## src/rtl/usb_reg_host.sv

```systemverilog
// Register-bus host: turns byte-burst commands into timed cen/rdn/wrn cycles
// against a parallel target, with a fixed address for the whole burst.
module usb_reg_host #(
  parameter int unsigned pBYTECNT_SIZE = 7,
  parameter int unsigned pSETUP        = 1,
  parameter int unsigned pSTROBE       = 3,
  parameter int unsigned pHOLD         = 2
) (
  input  logic                     cwusb_clk,
  input  logic                     reset,
  input  logic                     cmd_valid,
  output logic                     cmd_ready,
  input  logic                     cmd_write,
  input  logic [7:0]               cmd_addr,
  input  logic [pBYTECNT_SIZE-1:0] cmd_len,
  input  logic [7:0]               wr_data,
  input  logic                     wr_valid,
  output logic                     wr_ready,
  output logic [7:0]               rd_data,
  output logic                     rd_valid,
  output logic                     busy,
  output logic                     done,
  output logic                     contention,
  output logic [7:0]               usb_addr,
  output logic [7:0]               usb_dout,
  input  logic [7:0]               usb_din,
  output logic                     usb_cen,
  output logic                     usb_rdn,
  output logic                     usb_wrn,
  output logic                     usb_drive,
  input  logic                     usb_isout
);

  localparam int unsigned PH_W  = 4;
  localparam int unsigned CNT_W = pBYTECNT_SIZE;
  localparam logic [PH_W-1:0] SETUP_LAST  = PH_W'(pSETUP - 1);
  localparam logic [PH_W-1:0] STROBE_LAST = PH_W'(pSTROBE - 1);
  localparam logic [PH_W-1:0] HOLD_LAST   = PH_W'(pHOLD - 1);

  typedef enum logic [2:0] {
    S_IDLE   = 3'd0,
    S_WDATA  = 3'd1,
    S_SETUP  = 3'd2,
    S_STROBE = 3'd3,
    S_HOLD   = 3'd4
  } state_t;

  state_t            state_q, state_d;
  logic [PH_W-1:0]   phase_q, phase_d;
  logic [CNT_W-1:0]  cnt_q, cnt_d;
  logic              write_q, write_d;
  logic [7:0]        addr_q, addr_d;
  logic [7:0]        dout_q, dout_d;
  logic [7:0]        rd_data_q, rd_data_d;
  logic              rd_valid_q, rd_valid_d;
  logic              done_q, done_d;
  logic              cont_q, cont_d;
  logic              cen_q, cen_d;
  logic              rdn_q, rdn_d;
  logic              wrn_q, wrn_d;
  logic              drive_q, drive_d;
  logic              ready_q, ready_d;
  logic              busy_q, busy_d;
  logic              wr_ready_q, wr_ready_d;

  // Next-state, datapath and output decode; bus outputs are decoded from
  // state_d so every pin comes straight from a flop.
  always_comb begin
    state_d    = state_q;
    phase_d    = phase_q;
    cnt_d      = cnt_q;
    write_d    = write_q;
    addr_d     = addr_q;
    dout_d     = dout_q;
    rd_data_d  = rd_data_q;
    rd_valid_d = 1'b0;
    done_d     = 1'b0;
    cont_d     = cont_q;

    case (state_q)
      S_IDLE: begin
        if (cmd_valid) begin
          addr_d  = cmd_addr;
          write_d = cmd_write;
          cnt_d   = cmd_len;
          cont_d  = 1'b0;
          phase_d = '0;
          state_d = cmd_write ? S_WDATA : S_SETUP;
        end
      end
      S_WDATA: begin
        if (wr_valid) begin
          dout_d  = wr_data;
          phase_d = '0;
          state_d = S_SETUP;
        end
      end
      S_SETUP: begin
        if (phase_q == SETUP_LAST) begin
          phase_d = '0;
          state_d = S_STROBE;
        end else begin
          phase_d = phase_q + PH_W'(1);
        end
      end
      S_STROBE: begin
        if (phase_q == STROBE_LAST) begin
          phase_d = '0;
          state_d = S_HOLD;
          if (!write_q) begin
            rd_data_d  = usb_din;
            rd_valid_d = 1'b1;
          end
        end else begin
          phase_d = phase_q + PH_W'(1);
        end
      end
      S_HOLD: begin
        if (phase_q == HOLD_LAST) begin
          phase_d = '0;
          if (cnt_q == '0) begin
            state_d = S_IDLE;
            done_d  = 1'b1;
          end else begin
            cnt_d   = cnt_q - CNT_W'(1);
            state_d = write_q ? S_WDATA : S_SETUP;
          end
        end else begin
          phase_d = phase_q + PH_W'(1);
        end
      end
      default: begin
        state_d = S_IDLE;
        phase_d = '0;
      end
    endcase

    // Sticky until the next accepted command (drive is low in IDLE).
    if (drive_q && usb_isout) begin
      cont_d = 1'b1;
    end

    cen_d      = (state_d == S_IDLE);
    rdn_d      = !((state_d == S_STROBE) && !write_d);
    wrn_d      = !((state_d == S_STROBE) && write_d);
    drive_d    = write_d && ((state_d == S_SETUP) || (state_d == S_STROBE) ||
                             (state_d == S_HOLD));
    ready_d    = (state_d == S_IDLE);
    busy_d     = (state_d != S_IDLE);
    wr_ready_d = (state_d == S_WDATA);
  end

  always_ff @(posedge cwusb_clk or posedge reset) begin
    if (reset) begin
      state_q    <= S_IDLE;
      phase_q    <= '0;
      cnt_q      <= '0;
      write_q    <= 1'b0;
      addr_q     <= '0;
      dout_q     <= '0;
      rd_data_q  <= '0;
      rd_valid_q <= 1'b0;
      done_q     <= 1'b0;
      cont_q     <= 1'b0;
      cen_q      <= 1'b1;
      rdn_q      <= 1'b1;
      wrn_q      <= 1'b1;
      drive_q    <= 1'b0;
      ready_q    <= 1'b1;
      busy_q     <= 1'b0;
      wr_ready_q <= 1'b0;
    end else begin
      state_q    <= state_d;
      phase_q    <= phase_d;
      cnt_q      <= cnt_d;
      write_q    <= write_d;
      addr_q     <= addr_d;
      dout_q     <= dout_d;
      rd_data_q  <= rd_data_d;
      rd_valid_q <= rd_valid_d;
      done_q     <= done_d;
      cont_q     <= cont_d;
      cen_q      <= cen_d;
      rdn_q      <= rdn_d;
      wrn_q      <= wrn_d;
      drive_q    <= drive_d;
      ready_q    <= ready_d;
      busy_q     <= busy_d;
      wr_ready_q <= wr_ready_d;
    end
  end

  assign cmd_ready  = ready_q;
  assign busy       = busy_q;
  assign wr_ready   = wr_ready_q;
  assign rd_data    = rd_data_q;
  assign rd_valid   = rd_valid_q;
  assign done       = done_q;
  assign contention = cont_q;
  assign usb_addr   = addr_q;
  assign usb_dout   = dout_q;
  assign usb_cen    = cen_q;
  assign usb_rdn    = rdn_q;
  assign usb_wrn    = wrn_q;
  assign usb_drive  = drive_q;

endmodule

```

## config.mk

```make
export PLATFORM = sky130hd
export DESIGN_NAME = usb_reg_host
export DESIGN_NICKNAME = d
export VERILOG_FILES = /design/src/rtl/usb_reg_host.sv
export SDC_FILE = /design/constraint.sdc
export NUM_CORES = 1
export LEC_CHECK = 0
export ABC_AREA = 1
export CORE_MARGIN = 2
export CORE_UTILIZATION = 52
export CTS_BUF_LIST = sky130_fd_sc_hd__clkbuf_8
export DETAILED_ROUTE_END_ITERATION = 10
export PLACE_DENSITY = 0.85
export SYNTH_ARGS = -nofsm -noshare
export SYNTH_HDL_FRONTEND = slang
export SYNTH_SLANG_ARGS = --single-unit
```

## constraint.sdc

```tcl
create_clock -name cwusb_clk -period 3.3 [get_ports cwusb_clk]
set_input_delay 0.66 -clock cwusb_clk [delete_from_list [all_inputs] [get_ports cwusb_clk]]
set_output_delay 0.66 -clock cwusb_clk [all_outputs]
set_load 0.01 [all_outputs]
```

Word level (Yosys, flattened, before mapping)

Cells that the tools add are included.
W data, S select, Z words.

Input bits: 37
Register bits: 48
Word-level logic and storage cells: 86
Output and inout port bits: 34

Bitwise logic cells: 1
Equal/unequal tests: 14
$add $sub $neg: 2
Mux-type cells: 30
Reduce and logical (&&, ||, !) cells: 23

Operators by type and width:

| cell                  | count |
|---|---|
| $mux W7               | 3 |
| $mux W4               | 5 |
| $pmux W4 S5           | 1 |
| $mux W3               | 5 |
| $pmux W3 S5           | 1 |
| $pmux W7 S2           | 1 |
| $eq A3 B2 Y1 const B  | 4 |
| $mux W1               | 11 |
| $ne A2 B2 Y1 const B  | 4 |
| $reduce_and A2 Y1     | 4 |
| $logic_not A7 Y1      | 1 |
| $sub A7 B1 Y7 const B | 1 |
| $eq A3 B1 Y1 const B  | 2 |
| $eq A3 B3 Y1 const B  | 2 |
| $logic_not A3 Y1      | 2 |
| $mux W2               | 3 |
| $reduce_bool A2 Y1    | 3 |
| $add A4 B1 Y4 const B | 1 |
| $eq A4 B1 Y1 const B  | 1 |
| $eq A4 B2 Y1 const B  | 1 |
| $logic_and A1 B1 Y1   | 4 |
| $logic_not A4 Y1      | 1 |
| $reduce_and A4 Y1     | 1 |
| $logic_not A1 Y1      | 3 |
| other kinds (4)       | 5 |

Logic depth before layout (Yosys ltp)

Gate-level depths: netlist of run 1.

Depth in word-level cells: 8
Mapped depth: 11
Mapped depth without buffers: 10

Worst setup path before layout of run 1

No wires, ideal clock.

Path type: register to register
Start point: reg cnt_q[0]
End point: reg cnt_q[0]
Cell stages (with the launch flop): 11
Required time: 3,173 ps
Period minus slack after synthesis: 1,490 ps
Setup time: 127 ps
Buffers on the path: 1
Arrival: 1,363 ps
Path slack: 1,810 ps
Cell sequence: dfrtp_1 -> inv_1 -> ha_1 -> inv_1 -> nor2_1 -> nand3_1 -> nor2_1 -> nor2_4 -> buf_6 -> nand2_1 -> o21ai_0

Longest elaborated chain between the ends: 4

RTL lines:

| item                   | line | RTL |
|---|---|---|
| from (decl)            | 50   | `logic [CNT_W-1:0] cnt_q, cnt_d;` |
| from (signal assigned) | 175  | `cnt_q <= cnt_d;` |
| $sub A7 B1 Y7          | 125  | `cnt_d = cnt_q - CNT_W'(1);` |
| $mux W7                | 121  | `if (cnt_q == '0) begin` |
| $mux W7                | 119  | `if (phase_q == HOLD_LAST) begin` |
| $pmux W7 S2            | 80   | `case (state_q)` |

Several ways; a longest one is shown, not always the timed one. The select of a mux whose other input is x is not followed.
A chain may end at the register's enable or synchronous reset.

Worst setup path in the final report of run 1

Start point: reg ready_q (netlist: cmd_ready)
End point: out cmd_ready

RTL lines:

| item                   | line | RTL |
|---|---|---|
| from (decl)            | 62   | `logic ready_q, ready_d;` |
| from (signal assigned) | 187  | `ready_q <= ready_d;` |
| to (decl)              | 12   | `output logic cmd_ready,` |

No word-level cell between the ends.

==> metrics, run 1 <==
RD Place Congestion 0.815; DRC violation count after routing 0; clock sink total 48; tightest slew margin relative to the limit 35.2%; IO buf count 70; kind of end point of the critical path output port; Clock Tree Buf Depth 2; Vias per Instance 4.93; setup repair after global routing missed its margin false; actual slew at the worst max-slew pin 971 ps; final period demand of the worst path 2040 ps; TritonCTS clock tree built; Total Negative Setup Slacks 0 ps; overall routed net length 4940 um; share of the cycle needed by the critical path after routing 61.8%; combined area of all synthesized cells 0.00232 mm2; total number of H-tree levels 2; remaining antenna violation count 0; net count after synthesis 319; global-route wire length before repair 8270 um; worst min-delay path endpoint usb_addr[4]; Design Area, Final 0.00318 mm2; final-report max-slew violation count 0; register bit total from synthesis 48; launch instance of the worst register-to-register path state_q[1]; outcome finished clean; vertical die dimension 70.8 um; total CTS buffers 5; placed inst area 0.00304 mm2; worst IR drop on VDD 0.575 mV; number of instances in the synthesized netlist 277; achievable frequency 490 MHz; final setup violating endpoints 0; final HPWL from detailed placement 3580 um; leakage power total 1.59 nW; power density over the cells 877 mW/mm2; critical register-to-register path endpoint cnt_q[2]; required time of the critical path 2640 ps; Seq. cell area 0.00120 mm2; Die Footprint 0.00501 mm2; pre-CTS setup slack 1080 ps; biggest area contributors in the synthesized netlist dfrtp_1, nand2_1, inv_1; global-route usage over all layers 20.9%; Worst Setup Slack, final 1260 ps; die outline width 70.8 um; total number of nets in the final design 391; Critical-path top delay cell dfstp_2; sequential element share of the synthesized area 51.9%; category of the worst setup path launch point flip-flop; insertion delay to the later sink of the worst-skew pair 300 ps; number of ports placed on the die boundary 71; number of design-rule violations left by the first detailed-router iteration 78; worst min-delay path class flip-flop to flip-flop; Crit path largest cell delay 550 ps; fraction of layout instances using a drive strength above 1 9.14%; routed length per placed instance 12.3 um; Hold Vio Cnt, Final 0; Synth cell types 30; CTS Root Cell clkbuf_8; Yosys warning total 0; CP startpoint cmd_ready; Max Clock Skew 5.94 ps; area of the multi-input gates 933 um2; total of cells resized after clock tree synthesis 0; Worst Reg2Reg Path Length in Cells 8; cell type with the largest total area after synthesis dfrtp_1; Area growth, synth to finish 37.1%; initial antenna violation count 0; mean instance size in the synthesized netlist 8.37 um2; maxcap violations 0; DR vias 1,982; proportion of netlist area held by the largest area contributor 48.5%; Worst Path Max Fanout 2; largest net degree at the start of global routing 49; power consumption 0.00279 W; drt first pass iters 4; clock edge transition at the registers on the reported setup and hold paths 90 ps; grt ovf 0; cell class contributing the biggest share of worst-path delay flip-flops; FILL cells 326; count of buffers added by post-CTS timing repair for setup 0; worst setup slack for register-to-register paths 1600 ps; Worst Path Class, Setup flip-flop to output port; Inserted Diodes 0; standard cell core area 0.00432 mm2; leading cell type in the layout, fill and taps excluded nand2_1; vias in the first global route 1,852; Critical path buffers and inverters 1; Post-CTS Hold Buffers 0; Cell Rows 24; source of the worst hold timing path usb_addr[4]; CP arrival 1380 ps; highest-count cells in the layout ignoring fill and taps nand2_1, clkdlybuf4s50_1, dfrtp_1; effective utilization at floorplan 53.6%; worst path cell trace clkdlybuf4s50_1; Hold Path Stages 2
==> synthesized netlist by cell type <==
cell type and number:
nand2_1 97, dfrtp_1 45, inv_1 36, o21ai_0 19, nand3_1 18, nor2_1 15, ha_1 5, nor2_4 5
dfstp_2 3, nand2_2 3, nand4_1 3, nor2_2 3, o21ai_2 3, a21oi_1 2, buf_4 2, buf_6 2
or2_2 2, xor2_1 2, a21oi_2 1, a22o_1 1, buf_2 1, inv_2 1, nand2_4 1, nand3b_1 1
nor3_1 1, nor3_4 1, o21ai_1 1, o21bai_1 1, o31ai_1 1, xnor2_1 1
==> logic make-up (layout without fill, tap and decap cells) <==
logic type	Yosys count	count (layout)	synth area share, %
simple gates	150	150	29.1
xor+xnor	3	3	1.13
buf+inv	42	115	7.82
fa+ha+maj	5	5	2.70
flops	48	48	51.9
compound gates	29	29	7.28
==> worst min-delay path, delay by kind of cell, from the launching register on <==
kind	cells	cell delay [ps]
flops	1	360
simple gates	2	90
==> final cells by class <==
type | count | share of cell area, %
multi-input cells | 187 | 29.3
inverters | 37 | 4.37
well taps | 52 | 2.05
clock inverters | 3 | 2.16
flip-flops and latches | 48 | 37.9
repair buffers | 70 | 22.0
clock buffers | 5 | 2.16
==> worst max path at each step <==
stage,slack [ps],cells after the start,endpoint
finish,1260,1,cmd_ready
global route,1210,1,cmd_ready
CTS,1240,1,usb_cen
detailed placement,1080,8,cnt_q[2]
global placement,1120,8,cnt_q[2]
floorplan,1500,1,busy
==> routing by layer <==
layer,global-route usage (%),part of all wire (%),up-vias
met1,26.4,44,921
li1,-,-,997
met5,0,0,-
met4,6.08,1.3,0
met2,35.3,49,56
met3,5.98,6.0,8
==> report_power, final <==
group	internal (W)	switching [W]	total, W
logic	0.000594	0.000667	0.00126
clock network	0.000305	0.000199	0.000504
registers	0.000851	0.000172	0.00102
==> stage by stage <==
stage               hold slack [ps]  utilization [%]  instances
floorplan                       484                -        277
CTS                             492             73.6        402
detailed placement              470             70.4        394
global route                    515             73.6        402
global placement                456             70.4        394
finish                          487             73.6        402
==> state kept, by name, indices dropped and copies added (netlist names) <==
| register | cells |
|---|---|
| phase_q | 4 |
| done | 1 |
| wr_ready | 1 |
| state_q | 3 |
| busy | 1 |
| cmd_ready | 1 |
| contention | 1 |
| usb_wrn | 1 |
| usb_rdn | 1 |
| write_q | 1 |
| rd_data | 8 |
| usb_drive | 1 |
| rd_valid | 1 |
| usb_addr | 8 |
| cnt_q | 7 |
| usb_dout | 8 |
(Power assumes the default switching activity.)
==> run 2, diff against run 1 <==
--- a/config.mk
+++ b/config.mk
@@ -7,10 +7,10 @@
 export LEC_CHECK = 0
 export ABC_AREA = 1
 export CORE_MARGIN = 2
-export CORE_UTILIZATION = 52
+export CORE_UTILIZATION = 44
 export CTS_BUF_LIST = sky130_fd_sc_hd__clkbuf_8
 export DETAILED_ROUTE_END_ITERATION = 10
-export PLACE_DENSITY = 0.85
+export PLACE_DENSITY = 0.76
 export SYNTH_ARGS = -nofsm -noshare
 export SYNTH_HDL_FRONTEND = slang
 export SYNTH_SLANG_ARGS = --single-unit
==> constraint.sdc (replaced) <==
create_clock -name cwusb_clk -period 1.8 [get_ports cwusb_clk]
set_input_delay 0.36 -clock cwusb_clk [delete_from_list [all_inputs] [get_ports cwusb_clk]]
set_output_delay 0.36 -clock cwusb_clk [all_outputs]
set_load 0.01 [all_outputs]
==> run 2 against run 1 <==
Effect of this change:
- die area rose by 17%
- wire length increased by 3.5%
- non-clock buffer count is 7 higher
- combinational power up 89%
- clock-buffer cell count stayed put
- worst setup slack lost 1200 ps
- sequential share of layout area shrank 1.2 points
- critical endpoint is now usb_cen
- clock skew is essentially flat
- total power grew 86%
==> metrics, run 2 (synthesis results as in run 1) <==
total number of H-tree levels 2; Worst Setup Slack, final 64.8 ps; required time of the critical path 1440 ps; routed length per placed instance 12.0 um; RD Place Congestion 0.843; Max Clock Skew 6.42 ps; insertion delay to the later sink of the worst-skew pair 300 ps; CP arrival 1380 ps; number of ports placed on the die boundary 71; TritonCTS clock tree built; Inserted Diodes 0; total number of nets in the final design 399; kind of end point of the critical path output port; final-report max-slew violation count 0; DRC violation count after routing 0; IO buf count 70; global-route wire length before repair 8850 um; final HPWL from detailed placement 3760 um; highest-count cells in the layout ignoring fill and taps nand2_1, clkdlybuf4s50_1, dfrtp_1; cell class contributing the biggest share of worst-path delay flip-flops; Cell Rows 26; tightest slew margin relative to the limit 83.4%; effective utilization at floorplan 45.4%; vias in the first global route 1,956; outcome finished clean; actual slew at the worst max-slew pin 250 ps; DR vias 2,038; total CTS buffers 5; Crit path largest cell delay 540 ps; overall routed net length 5120 um; setup repair after global routing missed its margin false; power density over the cells 1580 mW/mm2; Critical-path top delay cell dfstp_2; final setup violating endpoints 0; Total Negative Setup Slacks 0 ps; category of the worst setup path launch point flip-flop; Worst Path Class, Setup flip-flop to output port; CTS Root Cell clkbuf_8; clock edge transition at the registers on the reported setup and hold paths 90 ps; share of the cycle needed by the critical path after routing 96.4%; placed inst area 0.00313 mm2; final period demand of the worst path 1740 ps; Critical path buffers and inverters 1; largest net degree at the start of global routing 49; achievable frequency 576 MHz; initial antenna violation count 0; worst IR drop on VDD 0.824 mV; vertical die dimension 76.6 um; Vias per Instance 4.76; Hold Vio Cnt, Final 0; Area growth, synth to finish 41.7%; leakage power total 1.64 nW; worst min-delay path class input port to async pin; pre-CTS setup slack 75.6 ps; power consumption 0.00518 W; fraction of layout instances using a drive strength above 1 12.0%; standard cell core area 0.00511 mm2; global-route usage over all layers 18.5%; number of design-rule violations left by the first detailed-router iteration 66; worst path cell trace clkdlybuf4s50_1; drt first pass iters 4; Die Footprint 0.00587 mm2; clock sink total 48; leading cell type in the layout, fill and taps excluded nand2_1; Design Area, Final 0.00329 mm2; Worst Path Max Fanout 2; grt ovf 0; Clock Tree Buf Depth 2; maxcap violations 0; remaining antenna violation count 0; Post-CTS Hold Buffers 0; die outline width 76.6 um
[run 2: power breakdown]
group / switching [W] / total, W / internal, W
registers: 0.000312 / 0.00187 / 0.00156
clock network: 0.000377 / 0.000936 / 0.000559
logic: 0.00125 / 0.00238 / 0.00113
[run 2: metrics by stage]
step	instances	hold WS, ps	util [%]
5_1_grt	428	432	64.4
6_report	428	406	64.4
4_1_cts	427	417	64.0
3_3_place_gp	419	459	61.3
2_1_floorplan	277	470	-
3_5_place_dp	419	459	61.3
[run 2: layout make-up]
| class | instances | area [um2] |
|---|---|---|
| fillers | 455 | 1820 |
| flip-flops and latches | 48 | 1200 |
| multi-input cells | 188 | 950 |
| repair buffers | 77 | 768 |
| inverters | 37 | 139 |
| well taps | 70 | 87.6 |
| clock buffers | 5 | 68.8 |
| clock inverters | 3 | 68.8 |
[run 2: worst reg2reg max path, delay by kind of cell (launching register included)]
family | cells | cell delay, ps
AND/OR/NAND/NOR | 6 | 680
flip-flops | 1 | 430
adder cells (fa/ha/maj) | 1 | 200
AO/OA/AOI/OAI | 1 | 110
buffers and inverters | 1 | 90
[run 2: metal layers]
| metal | track usage [%] | up-vias | share of wire [%] |
|---|---|---|---|
| met3 | 5.09 | 3 | 7.1 |
| met5 | 0 | - | 0 |
| met1 | 24.1 | 941 | 43 |
| met4 | 3.27 | 0 | 0.59 |
| met2 | 31.2 | 80 | 49 |
| li1 | - | 1014 | - |
[run 2: path summary, 6_finish.rpt]
| path | endpoint | depth (start not counted) | start | slack [ps] |
|---|---|---|---|---|
| setup / recovery | usb_cen | 1 | cmd_ready | 60 |
| hold reg to reg | usb_addr[0] | 2 | usb_addr[0] | 480 |
| hold / removal | rd_data[7] | 3 | reset | 410 |
| min in group cwusb_clk | usb_addr[0] | 2 | usb_addr[0] | 480 |
| setup reg to reg | cnt_q[2] | 9 | phase_q[1] | 180 |
| max in group asynchronous | cmd_ready | 3 | reset | 1130 |
[run 2: repair_timing]
item	4_1_cts	5_1_grt
setup endpoints to repair	0	3
buffers inserted	0	0
gates resized for setup	0	4
==> variant: new RTL, flow settings as in run 2 <==
Reset style: synchronous (`reset`), changed in one clocked block.
--- a/src/rtl/usb_reg_host.sv
+++ b/src/rtl/usb_reg_host.sv
@@ -150,7 +150,7 @@
     wr_ready_d = (state_d == S_WDATA);
   end
 
-  always_ff @(posedge cwusb_clk or posedge reset) begin
+  always_ff @(posedge cwusb_clk) begin
     if (reset) begin
       state_q    <= S_IDLE;
       phase_q    <= '0;
Formal check against the unedited RTL: differs if reset is asserted again (counterexample within 4 cycles, from zero or initial values and one cycle with reset high); with reset held inactive, the same outputs for 10 cycles.
==> variant against run 2 <==
  * Design area fell by 5.6%
  * Routed wire length fell by 3.3%
  * Sequential cell count did not move
  * Clock skew fell by 0.00064 ns
  * Synthesized area fell by 4.3%
  * Worst setup slack improved by 0.13 ns
Power is not compared: it rests on default switching activity, and its combinational part moved more than twofold at a synthesized area within 25%.
==> variant: results (changes against run 2) <==
Status = finished clean
WL per Instance = 11.1 µm (-6.8%)
Seq/Total Area, Yosys = 43.3% (-8.6 points)
Post-CTS Setup Inserts = 0 (unchanged)
Crit-path slowest cell = dfxtp_1
Largest net degree at the start of global routing = 16 (-67%)
GRT Total Usage = 18.6% (+0.17 points)
Delay-heaviest family, CP = simple AND/OR/NAND/NOR gates
Main area contributors after synthesis = dfxtp_1, nor2_1, nand2_1, o21ai_0, a21oi_1
Worst IR Drop VDD = 0.000493 V
Post-CTS sizing = 0 (unchanged)
Static leakage = 1.31 nW
Mapped Nets = 342 (+7.2%)
Post-DP HPWL = 3770 µm (+0.40%)
H-tree levels = 2 (unchanged)
Vias in the first global route = 1949 (-0.36%)
Cts bufs inserted = 5 (unchanged)
Buffer depth of the longest clock path = 2 (unchanged)
First-pass GRT wire length = 8050 µm (-9.0%)
Initial antenna violation count = 0 (unchanged)
Gpl congestion = 0.869 (+3.1%)
CP peak stage delay = 0.41 ns (-0.13 ns)
Worst-path maximum fanout = 5 (+3)
Port buffer count = 70 (unchanged)
Commonest cells post-synth = nor2_1, nand2_1, dfxtp_1
Post-synthesis adder-cell area fraction = 2.82% (+0.12 points)
Complex-gate fraction of the synthesized area = 12.3% (+5.0 points)
Post-synth cell types = 33 (+10%)
Ratio of cells with drive above 1 in the final layout = 12.5% (+0.46 points)
Hold path start = usb_addr[2]
Clk_skew = 0.00579 ns (-0.000635 ns)
Crit path from = phase_q[0]
Tightest Pin Transition = 0.389 ns (+0.139 ns)
Starting DRT DRC Count = 59 (-11%)
DR vias = 2123 (+4.2%)
Fraction of registers with async set/reset = 0% (-100 points)
Worst min path class = reg -> reg
Nets = 418 (+4.8%)
WP data arrival = 1.81 ns (+0.43 ns)
Area share of xor/xnor cells in the synthesized design = 0.789% (-0.34 points)
## variant: cell families (layout without fill, tap and decap cells)
family | after synthesis | after routing
fa+ha+maj | 5 | 5
xor+xnor | 2 | 2
flops | 48 | 48
simple gates | 162 | 162
compound gates | 49 | 49
buf+inv | 34 | 111
## variant: layer usage
metal | up-vias | routed length [µm] | track usage [%]
met1 | 940 | 2150 | 21.1
met3 | 9 | 271 | 4.28
met5 | - | 0 | 0
met4 | 0 | 110 | 9.13
met2 | 61 | 2410 | 32.8
li1 | 1113 | - | -
## variant: final timing paths
path | slack, ns | cells after the start | end
worst max-delay path | 0.19 | 8 | busy
worst min-delay path | 0.46 | 2 | usb_addr[2]
worst max register to register | 0.19 | 8 | busy
worst min register to register | 0.46 | 2 | usb_addr[2]
## variant: power breakdown
| group | leakage (nW) | total, mW | switching (mW) | internal [mW] |
|---|---|---|---|---|
| Sequential | 0.392 | 1.30 | 0.0985 | 1.20 |
| Combinational | 0.874 | 1.01 | 0.556 | 0.456 |
| Clock | 0.0486 | 0.661 | 0.354 | 0.307 |
## variant: through the flow
step | setup slack (ns) | cell area [µm²] | hold slack (ns) | power (mW) | instances
after global placement | 0.0699 | 3010 | 0.450 | 2.31 | 436
after detailed placement | 0.0333 | 3010 | 0.453 | 2.34 | 436
after global routing | 0.0449 | 3100 | 0.487 | 3.17 | 444
final | 0.195 | 3100 | 0.464 | 2.97 | 444
after CTS | 0.198 | 3100 | 0.466 | 3.00 | 444
after floorplan | 0.452 | 2220 | 0.453 | 1.94 | 300
## variant: area by class of cell
cell class                      count  area [µm²]
Fill cell                         433        1680
Multi-Input combinational cell    218        1120
Tap cell                           67        83.8
Sequential cell                    48         961
Clock inverter                      2        11.3
Inverter                           28         109
Timing Repair Buffer               75         738
Clock buffer                        6        82.6
